File: src/rtl/uart_pkg.sv
// Shared UART definitions: receiver state encoding, default bit time and
// frame width. The matching transmitter (send) is to be moved to the same
// default bit time.
package uart_pkg;

    typedef enum logic [2:0] {IDLE, START, DATA, STOP, BREAK} rx_state_t;

    localparam logic [31:0] UART_WTIME_DEFAULT = 32'h28B0;
    localparam int          UART_DATA_BITS     = 8;

    // 2-of-3 vote used to reject single-cycle spikes on the line
    function automatic logic maj3(input logic a, input logic b, input logic c);
        return (a & b) | (a & c) | (b & c);
    endfunction

endpackage

File: src/rtl/recv_rx_sync.sv
// Line conditioning for the UART receiver: a two-flop synchronizer for the
// asynchronous serial input, plus an optional three-sample majority vote.
// Build option: define RECV_MAJORITY_EN to enable the majority vote;
// otherwise sample is the synchronized line itself.
module rx_sync
    import uart_pkg::*;
(
    input  logic CLK,
    input  logic RESET,
    input  logic UART_RX,
    output logic sample,
    output logic rx_s
);

`ifdef RECV_MAJORITY_EN
    logic       meta;
    // hist[0] is the second synchronizer flop; hist[2:1] are the two
    // previous synchronized values
    logic [2:0] hist;

    // Synchronize the line and keep the last three synchronized samples
    always_ff @(posedge CLK) begin
        if (RESET) begin
            meta <= 1'b1;
            hist <= 3'b111;
        end else begin
            meta <= UART_RX;
            hist <= {hist[1:0], meta};
        end
    end

    assign rx_s   = hist[0];
    assign sample = maj3(hist[0], hist[1], hist[2]);
`else
    logic meta;
    logic sync;

    // Synchronize the line through two flops, idling high
    always_ff @(posedge CLK) begin
        if (RESET) begin
            meta <= 1'b1;
            sync <= 1'b1;
        end else begin
            meta <= UART_RX;
            sync <= meta;
        end
    end

    assign rx_s   = sync;
    assign sample = sync;
`endif

endmodule

File: src/rtl/recv.sv
// UART receiver, 8N1, LSB first. Finds the start bit on the synchronized
// line, samples each bit half a bit time after its leading edge, checks the
// stop bit and presents each good byte with a one-cycle valid strobe.
// Build option: RECV_MAJORITY_EN selects a 2-of-3 majority sample (see rx_sync).
module recv
    import uart_pkg::*;
#(
    parameter logic [31:0] wtime = UART_WTIME_DEFAULT
)
(
    input  logic       CLK,
    input  logic       RESET,
    input  logic       UART_RX,
    output logic [7:0] data,
    output logic       valid,
    output logic       frame_err,
    output logic       busy
);

    localparam logic [31:0] HALF     = wtime >> 1;
    localparam logic [31:0] HALF_M1  = HALF - 32'd1;
    localparam logic [31:0] WTIME_M1 = wtime - 32'd1;
    localparam logic [2:0]  LAST_IDX = 3'(UART_DATA_BITS - 1);

    logic sample;
    logic rx_s;

    rx_state_t                   state, state_d;
    logic [31:0]                 ct, ct_d;
    logic [2:0]                  idx, idx_d;
    logic [UART_DATA_BITS-1:0]   sh, sh_d;
    logic [7:0]                  data_d;
    logic                        valid_d;
    logic                        ferr_d;

    rx_sync u_rx_sync (
        .CLK     (CLK),
        .RESET   (RESET),
        .UART_RX (UART_RX),
        .sample  (sample),
        .rx_s    (rx_s)
    );

    // Register state, counters, shift register and the output strobes
    always_ff @(posedge CLK) begin
        if (RESET) begin
            state     <= IDLE;
            ct        <= 32'd0;
            idx       <= 3'd0;
            sh        <= '0;
            data      <= 8'h00;
            valid     <= 1'b0;
            frame_err <= 1'b0;
        end else begin
            state     <= state_d;
            ct        <= ct_d;
            idx       <= idx_d;
            sh        <= sh_d;
            data      <= data_d;
            valid     <= valid_d;
            frame_err <= ferr_d;
        end
    end

    // Next-state, bit timing and frame assembly
    always_comb begin
        state_d = state;
        ct_d    = ct;
        idx_d   = idx;
        sh_d    = sh;
        data_d  = data;
        valid_d = 1'b0;
        ferr_d  = 1'b0;

        case (state)
            IDLE: begin
                ct_d = 32'd0;
                // No start edge is needed: any low level re-arms the frame
                if (!rx_s) begin
                    state_d = START;
                end
            end

            START: begin
                if (ct == HALF_M1) begin
                    // Middle of the start bit: still low means a real frame,
                    // high means a glitch that is silently dropped
                    ct_d    = 32'd0;
                    idx_d   = 3'd0;
                    state_d = sample ? IDLE : DATA;
                end else begin
                    ct_d = ct + 32'd1;
                end
            end

            DATA: begin
                if (ct == WTIME_M1) begin
                    ct_d  = 32'd0;
                    sh_d  = {sample, sh[UART_DATA_BITS-1:1]};
                    idx_d = idx + 3'd1;
                    if (idx == LAST_IDX) begin
                        state_d = STOP;
                    end
                end else begin
                    ct_d = ct + 32'd1;
                end
            end

            STOP: begin
                if (ct == WTIME_M1) begin
                    ct_d = 32'd0;
                    // Leaving at mid stop bit lets a back-to-back start bit
                    // be caught immediately
                    if (sample) begin
                        data_d  = sh;
                        valid_d = 1'b1;
                        state_d = IDLE;
                    end else begin
                        ferr_d  = 1'b1;
                        state_d = BREAK;
                    end
                end else begin
                    ct_d = ct + 32'd1;
                end
            end

            BREAK: begin
                ct_d = 32'd0;
                // Hold here while the line stays low so a break gives one error
                if (rx_s) begin
                    state_d = IDLE;
                end
            end

            default: begin
                state_d = IDLE;
            end
        endcase
    end

    assign busy = (state != IDLE);

endmodule

File: config.mk
export PLATFORM = sky130hd
export DESIGN_NAME = recv
export DESIGN_NICKNAME = d
export VERILOG_FILES = /design/src/rtl/uart_pkg.sv /design/src/rtl/recv_rx_sync.sv /design/src/rtl/recv.sv
export SDC_FILE = /design/constraint.sdc
export NUM_CORES = 1
export LEC_CHECK = 0
export CORE_AREA = 10 10 85 87
export CTS_CLUSTER_SIZE = 28
export DETAILED_ROUTE_END_ITERATION = 10
export DIE_AREA = 0 0 95 97
export PLACE_DENSITY = 0.8
export SYNTH_ARGS = -nofsm -noshare
export SYNTH_HDL_FRONTEND = slang
export SYNTH_SLANG_ARGS = --single-unit
export TNS_END_PERCENT = 10
File: constraint.sdc
create_clock -name CLK -period 2.4 [get_ports CLK]
set_input_delay 0.72 -clock CLK [delete_from_list [all_inputs] [get_ports CLK]]
set_output_delay 0.72 -clock CLK [all_outputs]
set_load 0.1 [all_outputs]
==> out/qor.tcl <==
set qor(status) {completed}
set qor(floorplan.die.height_um) 97
set qor(cts_h_tree_lvls) 3
set qor(power.sequential.fraction) 0.423
set qor(port_buffers) 13
set qor(post-route-period-util) 0.930
set qor(cell_chain_of_the_critical_path) {nor4_1 -> nand3_1 -> o31ai_2 -> a2111oi_0 -> a211o_1}
set qor(netlist_top_cells_count) {58 x sky130_fd_sc_hd__dfxtp_1, 53 x sky130_fd_sc_hd__nor2_1, 22 x sky130_fd_sc_hd__nand3_1}
set qor(clock-skew-final_ps) 5.01
set qor(ir_drop_uv) 699
set qor(tns_ps) 0
set qor(detailedRoute.firstIterationViolations) 168
set qor(power.share.combinational) 0.169
set qor(cts_buffers) 9
set qor(post-synth-top-area-fraction) 0.395
set qor(synth_enable_flop_cells) 0
set qor(final_net_count) 351
set qor(antenna_left) 0
set qor(postCtsResizedCells) 0
set qor(first_pass_iters) 4
set qor(critPathArrivalTime_ps) 2450
set qor(switchingPower_w) 0.000670
set qor(power.switching_fraction) 0.277
set qor(setup.worst_path.class) {reg -> reg}
set qor(grt_util_all_layers) 0.143
set qor(power-per-cell-area_mw_per_mm2) 711
set qor(tritoncts) {done}
set qor(synth_largest_area_cell) {sky130_fd_sc_hd__dfxtp_1}
set qor(route.detailed.drc) 0
set qor(clock_power_share) 0.408
set qor(max_clock_freq_mhz) 448
set qor(max_cap_viol_count) 0
set qor(critPathSlowestCell) {sky130_fd_sc_hd__nor4_1}
set qor(pin_count) 14
set qor(biggest_cell_delay_along_the_critical_path_ps) 570
set qor(crit_path_start_kind) {register}
set qor(initial_antenna_violation_count) 0
set qor(ys_async_sr_fraction) 0
set qor(die-area_mm2) 0.00922
set qor(area.growth.synth_to_final_pct) 15.8
set qor(vias_in_the_first_global_route) 2351
set qor(avgViaCountPerCell) 5.80
set qor(critical_path.max_fanout) 7
set qor(cts_sinks) 58
set qor(endpoints_failing_hold) 0
set qor(fp-row-count) 27
set qor(synthesis.area_per_instance_um2) 9.09
set qor(synth.ff_latch_count) 58
set qor(synthesis.instances) 323
set qor(post_cts_hold_buffer_count) 0
set qor(synthesis.yosys.warnings) 0
set qor(postSynthNetCount) 329
set qor(post-cts-setup-buffer-count) 0
set qor(global_route_overflow) 0
set qor(synth.cell_area_mm2) 0.00294
set qor(detailed_place_hpwl_mm) 4.59
set qor(yosysUniqueCellTypes) 49
set qor(grt_pass1_wl_mm) 10.8
set qor(worstMarginPinSlew_ps) 711
set qor(power_report.internal_total_w) 0.00175
set qor(min-delay-path-class) {reg -> reg}
set qor(ctsRootBufferMaster) {sky130_fd_sc_hd__clkbuf_8}
set qor(core_area_mm2) 0.00547
set qor(start_util) 0.537
set qor(ctsLongestPathBuffers) 2
set qor(slew_violations) 0
set qor(die_width_um) 95
set qor(routed-via-count) 2447
set qor(finalWeightedCongestion) 0.895
set qor(clk_pin_slew_ps) 60
set qor(antenna_cell_count) 0
set qor(timing.critical_path.to_type) {register}
set qor(dominantRegCellSynth) {sky130_fd_sc_hd__dfxtp_1}
set qor(drive_gt1_frac) 0.163
set qor(worst-endpoint-required_ps) 2620
set qor(fin_crit_ps) 2230
set qor(route.final.wire_length_mm) 6.30
set qor(rsz_0062_raised_after_global_routing) {no}
set qor(slew-limit-headroom) 0.521
set qor(drt-wirelength-per-cell_um) 14.9
set qor(finalPower_w) 0.00242
set qor(setup_violations) 0
set qor(synth.most_common_cell) {sky130_fd_sc_hd__dfxtp_1}
set qor(synth.yosys.seq_area_share) 0.395
set qor(cellLeakagePower_nw) 1.17
set qor(post_synth_main_area_contributors) {sky130_fd_sc_hd__dfxtp_1 40%, sky130_fd_sc_hd__nor2_1 6.8%, sky130_fd_sc_hd__mux2i_1 5.8%, sky130_fd_sc_hd__xnor2_1 5.4%, sky130_fd_sc_hd__nand3_1 3.7%}
set qor(maximum_number_of_pins_on_one_net_before_global_route_repair) 34
set qor(reg2reg_setup_slack_ps) 170
set qor(insertion_delay_ps) 330
final cells by class:
| type | instances | area, um2 |
|---|---|---|
| Clock buffer | 11 | 141 |
| Clock inverter | 5 | 77.6 |
| Fill cell | 474 | 2070 |
| Inverter | 4 | 15.0 |
| Multi-Input combinational cell | 248 | 1690 |
| Sequential cell | 58 | 1160 |
| Tap cell | 72 | 90.1 |
| Timing Repair Buffer | 24 | 223 |
registers in the layout (all words and copies together), names as in the netlist:
signal          cells
ct                 32
data                8
sh                  8
idx                 3
state               3
frame_err           1
u_rx_sync.meta      1
u_rx_sync.rx_s      1
valid               1
cells in the final DEF (no fill, tap or decap), drive strengths merged, types with 2 or more instances in the layout:
master and count:
a2111oi 2, a211o 2, a211oi 3, a21oi 9, and2 3, and3 2, and4 9, buf 22
bufinv 2, clkbuf 11, clkdlybuf4s50 2, clkinv 2, dfxtp 58, ha 3, inv 4, mux2 2
mux2i 17, nand2 17, nand2b 6, nand3 22, nand4 11, nor2 53, nor2b 2, nor3 11
nor3b 4, nor4 15, o21ai 5, o31a 2, o31ai 4, or2 3, or3 3, or4 2
xnor2 18, xor2 8
cells by family after synthesis:
logic type,share of synthesized area
xor gates and xnor gates,0.0775
muxes,0.0656
adders and majority gates,0.0128
buffers and inverters,0.0285
AOI/OAI and AO/OA,0.0865
and+or+nand+nor,0.334
DFF,0.395
through the flow:
stage / utilization / cell area (um2) / hold WS (ps) / setup slack [ps] / std cells
after floorplan: - / 2940 / 389 / 349 / 323
after global placement: 0.581 / 3180 / 394 / 300 / 406
after detailed placement: 0.581 / 3180 / 399 / 259 / 406
after CTS: 0.621 / 3400 / 412 / 242 / 422
after global routing: 0.621 / 3400 / 420 / 19.0 / 422
final: 0.621 / 3400 / 412 / 169 / 422
path summary, 6_finish.rpt:
| kind | startpoint | endpoint | depth (start not counted) |
|---|---|---|---|
| setup reg to reg | ct[14] | ct[23] | 5 |
| setup / recovery | ct[14] | ct[23] | 5 |
| hold / removal | u_rx_sync.meta | u_rx_sync.rx_s | 1 |
| hold reg to reg | u_rx_sync.meta | u_rx_sync.rx_s | 1 |
critical path, delay by kind of cell (launching register included):
kind             cells  cell delay [ps]
AO/OA/AOI/OAI        3              940
AND/OR/NAND/NOR      2              800
flip-flops           1              380
power groups by stage:
stage / Sequential, W / Combinational [W] / Clock (W)
global placement: 0.00104 / 0.000406 / 0
CTS: 0.00102 / 0.000411 / 0.00101
finish: 0.00102 / 0.000408 / 0.000987
floorplan: 0.00102 / 0.000303 / 0
detailed placement: 0.00104 / 0.000408 / 0
global route: 0.00103 / 0.000442 / 0.00105
routing by layer:
layer,routed length [um],global-route usage,vias up
met5,0,0,-
met4,62,0.0332,0
met3,372,0.0517,9
met2,3150,0.230,56
met1,2710,0.175,1166
li1,-,-,1216
(Power assumes the default switching activity.)
